[src/rtl/sccb_slave.sv]
// SCCB slave with an 8-bit register pointer and a write-strobe register interface.
// Optional read support is enabled by defining SCCB_SLAVE_READ_EN. Without it,
// the read address is not acknowledged and RD_DATA is ignored.
`timescale 1ns/1ps

module sccb_slave #(
  parameter logic [7:0] DEV_ADDR = 8'h42
) (
  input  logic       CLK,
  input  logic       RST_N,
  input  logic       SCL,
  input  logic       SDA_IN,
  output logic       SDA_OE,
  output logic       WR_STB,
  output logic [7:0] WR_ADDR,
  output logic [7:0] WR_DATA,
  output logic [7:0] RD_ADDR,
  input  logic [7:0] RD_DATA,
  output logic [7:0] WR_CNT,
  output logic       BUSY
);

  typedef enum logic [3:0] {
    IDLE, DEV, DEV_ACK, REG, REG_ACK, DATA, DATA_ACK, RD_BYTE, RD_ACK, IGNORE
  } state_t;

  state_t      state_q, state_d;
  logic        scl_meta_q, scl_meta_d, scl_sync_q, scl_sync_d, scl_prev_q, scl_prev_d;
  logic        sda_meta_q, sda_meta_d, sda_sync_q, sda_sync_d, sda_prev_q, sda_prev_d;
  logic [3:0]  bit_cnt_q, bit_cnt_d;
  logic [7:0]  shift_q, shift_d;
  logic [7:0]  ptr_q, ptr_d;
  logic        sda_oe_q, sda_oe_d;
  logic        wr_stb_q, wr_stb_d;
  logic [7:0]  wr_addr_q, wr_addr_d;
  logic [7:0]  wr_data_q, wr_data_d;
  logic [7:0]  wr_cnt_q, wr_cnt_d;
  logic        busy_q, busy_d;

  logic        scl_rise, scl_fall, start_det, stop_det, byte_done, rx_state;

`ifdef SCCB_SLAVE_READ_EN
  logic        rd_dir_q, rd_dir_d;
  logic        mst_ack_q, mst_ack_d;
  logic [7:0]  rd_shift_q, rd_shift_d;
  logic [2:0]  rd_idx;
  assign rd_idx = 3'd7 - bit_cnt_q[2:0];
`else
  logic        unused_rd_data;
  assign unused_rd_data = ^RD_DATA;
`endif

  // Bus events are derived only from the synchronized copies and their previous values
  assign scl_rise  = scl_sync_q & ~scl_prev_q;
  assign scl_fall  = ~scl_sync_q & scl_prev_q;
  assign start_det = scl_sync_q & scl_prev_q & sda_prev_q & ~sda_sync_q;
  assign stop_det  = scl_sync_q & scl_prev_q & ~sda_prev_q & sda_sync_q;
  assign byte_done = (bit_cnt_q == 4'd8);
  assign rx_state  = (state_q == DEV) || (state_q == REG) || (state_q == DATA);

  assign SDA_OE  = sda_oe_q;
  assign WR_STB  = wr_stb_q;
  assign WR_ADDR = wr_addr_q;
  assign WR_DATA = wr_data_q;
  assign RD_ADDR = ptr_q;
  assign WR_CNT  = wr_cnt_q;
  assign BUSY    = busy_q;

  // Next-state and output logic; START/STOP override any bit processing
  always_comb begin
    scl_meta_d = SCL;
    scl_sync_d = scl_meta_q;
    scl_prev_d = scl_sync_q;
    sda_meta_d = SDA_IN;
    sda_sync_d = sda_meta_q;
    sda_prev_d = sda_sync_q;
    state_d    = state_q;
    bit_cnt_d  = bit_cnt_q;
    shift_d    = shift_q;
    ptr_d      = ptr_q;
    sda_oe_d   = sda_oe_q;
    wr_stb_d   = 1'b0;
    wr_addr_d  = wr_addr_q;
    wr_data_d  = wr_data_q;
    wr_cnt_d   = wr_cnt_q;
    busy_d     = busy_q;
`ifdef SCCB_SLAVE_READ_EN
    rd_dir_d   = rd_dir_q;
    mst_ack_d  = mst_ack_q;
    rd_shift_d = rd_shift_q;
`endif

    if (stop_det) begin
      state_d   = IDLE;
      sda_oe_d  = 1'b0;
      busy_d    = 1'b0;
      bit_cnt_d = 4'd0;
    end else if (start_det) begin
      state_d   = DEV;
      sda_oe_d  = 1'b0;
      bit_cnt_d = 4'd0;
    end else begin
      if (rx_state && scl_rise && !byte_done) begin
        shift_d   = {shift_q[6:0], sda_sync_q};
        bit_cnt_d = bit_cnt_q + 4'd1;
      end
      unique case (state_q)
        IDLE: ;
        DEV: begin
          if (scl_fall && byte_done) begin
            if (shift_q == DEV_ADDR) begin
              state_d  = DEV_ACK;
              sda_oe_d = 1'b1;
              busy_d   = 1'b1;
`ifdef SCCB_SLAVE_READ_EN
              rd_dir_d = 1'b0;
            end else if (shift_q == (DEV_ADDR | 8'h01)) begin
              state_d    = DEV_ACK;
              sda_oe_d   = 1'b1;
              busy_d     = 1'b1;
              rd_dir_d   = 1'b1;
              rd_shift_d = RD_DATA;
`endif
            end else begin
              state_d = IGNORE;
              busy_d  = 1'b0;
            end
          end
        end
        DEV_ACK: begin
          if (scl_fall) begin
            sda_oe_d  = 1'b0;
            state_d   = REG;
            bit_cnt_d = 4'd0;
`ifdef SCCB_SLAVE_READ_EN
            if (rd_dir_q) begin
              state_d   = RD_BYTE;
              sda_oe_d  = ~rd_shift_q[7];
              bit_cnt_d = 4'd1;
            end
`endif
          end
        end
        REG: begin
          if (scl_fall && byte_done) begin
            ptr_d    = shift_q;
            state_d  = REG_ACK;
            sda_oe_d = 1'b1;
          end
        end
        REG_ACK: begin
          if (scl_fall) begin
            sda_oe_d  = 1'b0;
            state_d   = DATA;
            bit_cnt_d = 4'd0;
          end
        end
        DATA: begin
          if (scl_fall && byte_done) begin
            state_d   = DATA_ACK;
            sda_oe_d  = 1'b1;
            wr_stb_d  = 1'b1;
            wr_addr_d = ptr_q;
            wr_data_d = shift_q;
            ptr_d     = ptr_q + 8'd1;
            wr_cnt_d  = wr_cnt_q + 8'd1;
          end
        end
        DATA_ACK: begin
          if (scl_fall) begin
            sda_oe_d  = 1'b0;
            state_d   = DATA;
            bit_cnt_d = 4'd0;
          end
        end
`ifdef SCCB_SLAVE_READ_EN
        RD_BYTE: begin
          if (scl_fall) begin
            if (byte_done) begin
              state_d  = RD_ACK;
              sda_oe_d = 1'b0;
            end else begin
              sda_oe_d  = ~rd_shift_q[rd_idx];
              bit_cnt_d = bit_cnt_q + 4'd1;
            end
          end
        end
        RD_ACK: begin
          if (scl_rise) begin
            mst_ack_d = ~sda_sync_q;
            ptr_d     = ptr_q + 8'd1;
          end else if (scl_fall) begin
            if (mst_ack_q) begin
              state_d    = RD_BYTE;
              rd_shift_d = RD_DATA;
              sda_oe_d   = ~RD_DATA[7];
              bit_cnt_d  = 4'd1;
            end else begin
              state_d = IGNORE;
              busy_d  = 1'b0;
            end
          end
        end
`endif
        IGNORE: sda_oe_d = 1'b0;
        default: begin
          state_d  = IDLE;
          sda_oe_d = 1'b0;
        end
      endcase
    end
  end

  // State and datapath registers; synchronizers reset to the idle bus level
  always_ff @(posedge CLK or negedge RST_N) begin
    if (!RST_N) begin
      scl_meta_q <= 1'b1;
      scl_sync_q <= 1'b1;
      scl_prev_q <= 1'b1;
      sda_meta_q <= 1'b1;
      sda_sync_q <= 1'b1;
      sda_prev_q <= 1'b1;
      state_q    <= IDLE;
      bit_cnt_q  <= 4'd0;
      shift_q    <= 8'd0;
      ptr_q      <= 8'd0;
      sda_oe_q   <= 1'b0;
      wr_stb_q   <= 1'b0;
      wr_addr_q  <= 8'd0;
      wr_data_q  <= 8'd0;
      wr_cnt_q   <= 8'd0;
      busy_q     <= 1'b0;
`ifdef SCCB_SLAVE_READ_EN
      rd_dir_q   <= 1'b0;
      mst_ack_q  <= 1'b0;
      rd_shift_q <= 8'd0;
`endif
    end else begin
      scl_meta_q <= scl_meta_d;
      scl_sync_q <= scl_sync_d;
      scl_prev_q <= scl_prev_d;
      sda_meta_q <= sda_meta_d;
      sda_sync_q <= sda_sync_d;
      sda_prev_q <= sda_prev_d;
      state_q    <= state_d;
      bit_cnt_q  <= bit_cnt_d;
      shift_q    <= shift_d;
      ptr_q      <= ptr_d;
      sda_oe_q   <= sda_oe_d;
      wr_stb_q   <= wr_stb_d;
      wr_addr_q  <= wr_addr_d;
      wr_data_q  <= wr_data_d;
      wr_cnt_q   <= wr_cnt_d;
      busy_q     <= busy_d;
`ifdef SCCB_SLAVE_READ_EN
      rd_dir_q   <= rd_dir_d;
      mst_ack_q  <= mst_ack_d;
      rd_shift_q <= rd_shift_d;
`endif
    end
  end

endmodule
[config.mk]
export PLATFORM = sky130hd
export DESIGN_NAME = sccb_slave
export DESIGN_NICKNAME = d
export VERILOG_FILES = /design/src/rtl/sccb_slave.sv
export SDC_FILE = /design/constraint.sdc
export NUM_CORES = 1
export LEC_CHECK = 0
export ABC_CLOCK_PERIOD_IN_PS = 2000
export CAP_MARGIN = 5
export CORE_UTILIZATION = 30
export CTS_BUF_LIST = sky130_fd_sc_hd__clkbuf_8
export CTS_CLUSTER_DIAMETER = 30
export CTS_CLUSTER_SIZE = 8
export DETAILED_ROUTE_END_ITERATION = 7
export PLACE_DENSITY_LB_ADDON = 0.08
export SLEW_MARGIN = 20
export SYNTH_ARGS = -nofsm -noshare
export SYNTH_HDL_FRONTEND = slang
export SYNTH_SLANG_ARGS = --single-unit
[constraint.sdc]
create_clock -name CLK -period 2 [get_ports CLK]
set_input_delay 0.5 -clock CLK [delete_from_list [all_inputs] [get_ports CLK]]
set_output_delay 0.5 -clock CLK [all_outputs]
set_load 0.01 [all_outputs]
==> results.toml <==
[outcome]
status = "finished clean"

[synth]
avgSynthCellArea_um2 = 11.77
syn_area_um2 = 2673
synthSimpleGateAreaFrac_pct = 15.36
netlist_instances = 227
synthDistinctLibCells = 49
yosysSeqAreaShare_pct = 53.65
synth-main-ff-cell = "dfrtp_1"
synth-xor-area-share_pct = 3.277
ys_ff_latch = 57
synth_top_family_by_area = "simple AND/OR/NAND/NOR gates"
synth_fa_ha_area_share_pct = 1.873
synth.mux.area_fraction_pct = 11.70
yosysWarnings = 0
synth-edff-count = 0
synth_async_sr_flop_share_pct = 100.0
synth_nets = 243
synth_compound_area_share_pct = 10.63

[worst_setup_path]
startpoint_type = "register"
cp_max_fo = 6
crit_type = "reg2out"
max_stage_delay_ns = 0.57
cp_slowest_cell = "clkdlybuf4s50_1"
cp.arrival_ns = 1.35
cp_cell_sequence = "clkdlybuf4s50_1"
path_buf_inv = 1
worstPathRequired_ns = 1.50
cp_top_family = "buffers and inverters"
end_kind = "output port"

[placement]
dp_hpwl_mm = 3.912
io_buffers = 38
dp_slack_ns = 0.02268
gp_congestion = 0.8125
dp.cells = 381

[timing]
setup_viol = 0
min_period_over_period_pct = 92.34
whs_ns = 0.1462
clock_skew_ns = 0.01215
tightest_slew_ns = 0.4716
min_period_ns = 1.847
rsz0062_at_grt = "false"
fin_ws_ns = 0.1532
relSlewSlack_pct = 68.56
maxSlewViolCount = 0
setup_tns_ns = 0
max_freq_mhz = 541.5
hold_viol_final = 0

[power_and_ir_drop]
leakagePower_nw = 1.520
power_density_nw_per_um2 = 789.3
ir_drop_v = 0.0004066

[cts]
root_buffer = "clkbuf_8"
cts_hold_buf = 0
cts_tree = "built"
clk_pin_slew_ns = 0.07
clock_sinks = 57
cts_made_buffers = 9
h-tree-depth = 3
post-cts-setup-buffers = 0
clkLatencyLatePin_ns = 0.34
clk_path_buf_depth = 2

[grt]
grt_max_degree = 37
overflow = 0
first_global_vias = 1879
use_met3_pct = 3.365
grt_usage_pct = 13.69
antenna_found_initial = 0
gr-usage-met2_pct = 20.27
grt_most_used_layer = "met2"
grt_pass1_wl_mm = 9.370
use_met1_pct = 18.40

[final_layout]
drive_gt1_share_pct = 24.91
syn_to_final_growth_pct = 30.29
n_antenna_cell = 0
utilization_pct = 40.12
layout.cells.non_filler = 397
final_nets = 300

[floorplan]
initial_utilization_pct = 30.80
rows = 34
dieArea_um2 = 9290
boundaryPins = 47
core_area_um2 = 8678
die_h_um = 96.39
die_w_um = 96.39

[job]
drv_cap = 0

[routing]
wl_per_cell_um = 14.13
ant_nets = 0
drc_errors = 0
detail_route.iter0.violations = 187
vias = 1980
drt-pass1-iter-count = 4
wirelength_mm = 5.611
via_per_inst = 4.987

[worst_hold_path]
worst_hold_path_type = "in2async"
==> sequential cells by signal, indices dropped and copies added (netlist names), 4 cells and up <==
register / count
RD_ADDR: 8
WR_ADDR: 8
WR_CNT: 8
WR_DATA: 8
shift_q: 8
bit_cnt_q: 4
state_q: 4
==> layout make-up <==
type	count	area, um^2
fill	898	5196
sequential	57	1435
multi-input combinational	153	1149
timing repair buffer	57	530.5
tap	108	135.1
clock buffer	9	123.9
clock inverter	7	86.33
inverter	6	22.52
==> final timing paths <==
check,to,slack [ns],start,depth (start not counted)
setup / recovery,RD_ADDR[3],0.15,RD_ADDR[3],1
min in group CLK,sda_prev_d,0.36,sda_meta_q,0
hold reg to reg,sda_prev_d,0.36,sda_meta_q,0
setup reg to reg,WR_CNT[1],0.18,scl_prev_q,4
hold / removal,WR_ADDR[6],0.15,RST_N,2
max in group asynchronous,sda_prev_q,1.41,RST_N,2
==> cell usage after synthesis (all sizes together) (3+ instances only) <==
cell type / count / share of area, %
nand4: 7 / 1.6
inv: 6 / 0.84
nor4: 4 / 1.5
nand2: 16 / 2.2
nand3: 6 / 1.1
a21oi: 14 / 2.6
dfstp: 6 / 5.9
ha: 4 / 1.9
nor3: 3 / 0.56
nor2: 5 / 0.70
mux2: 26 / 11
nand2b: 4 / 0.94
clkbuf: 4 / 0.56
o22ai: 6 / 1.4
buf: 7 / 2.1
a2bb2oi: 3 / 0.98
o21ai: 8 / 1.5
or3: 3 / 0.70
dfrtp: 51 / 48
xnor2: 9 / 2.9
==> layer usage <==
layer	share of wire [%]	vias up
li1	-	963
met1	49	968
met2	45	36
met3	3.8	13
met4	2.3	0
met5	0	-
==> cells by family after synthesis <==
| logic type | count (synthesis) |
|---|---|
| simple gates | 66 |
| flops | 57 |
| compound gates | 45 |
| mux | 28 |
| buf+inv | 17 |
| xor+xnor | 10 |
| fa+ha+maj | 4 |
==> power by group <==
group	internal [mW]	switching (mW)	total [mW]
clock network	0.689	0.457	1.15
logic	0.139	0.147	0.286
registers	1.22	0.0932	1.32
==> stage by stage <==
stage               total power, mW  instance area [um^2]
floorplan                     1.514                  2673
global placement              1.629                  3267
detailed placement            1.626                  3267
CTS                           2.799                  3477
global route                  2.902                  3482
finish                        2.748                  3482
==> timing repair <==
| action | CTS | global route |
|---|---|---|
| hold endpoints to repair | 0 | 0 |
| resized for setup | 0 | 3 |
| endpoints found under the setup margin | 0 | 23 |
==> cells in the final DEF, fill, tap and decap left out, drive strengths merged, types with 3 or more instances in the layout <==
cell and instances:
dfrtp 51, clkdlybuf4s50 37, mux2 26, buf 20, nand2 16, a21oi 14
xnor2 9, clkbuf 9, o21ai 8, inv 7, nand4 7, o22ai 6
nand3 6, dfstp 6, nor2 5, nand2b 4, ha 4, nor4 4
or3 3, nor3 3, a2bb2oi 3, clkinv 3
Note: power is estimated with default switching activity, not from simulation.
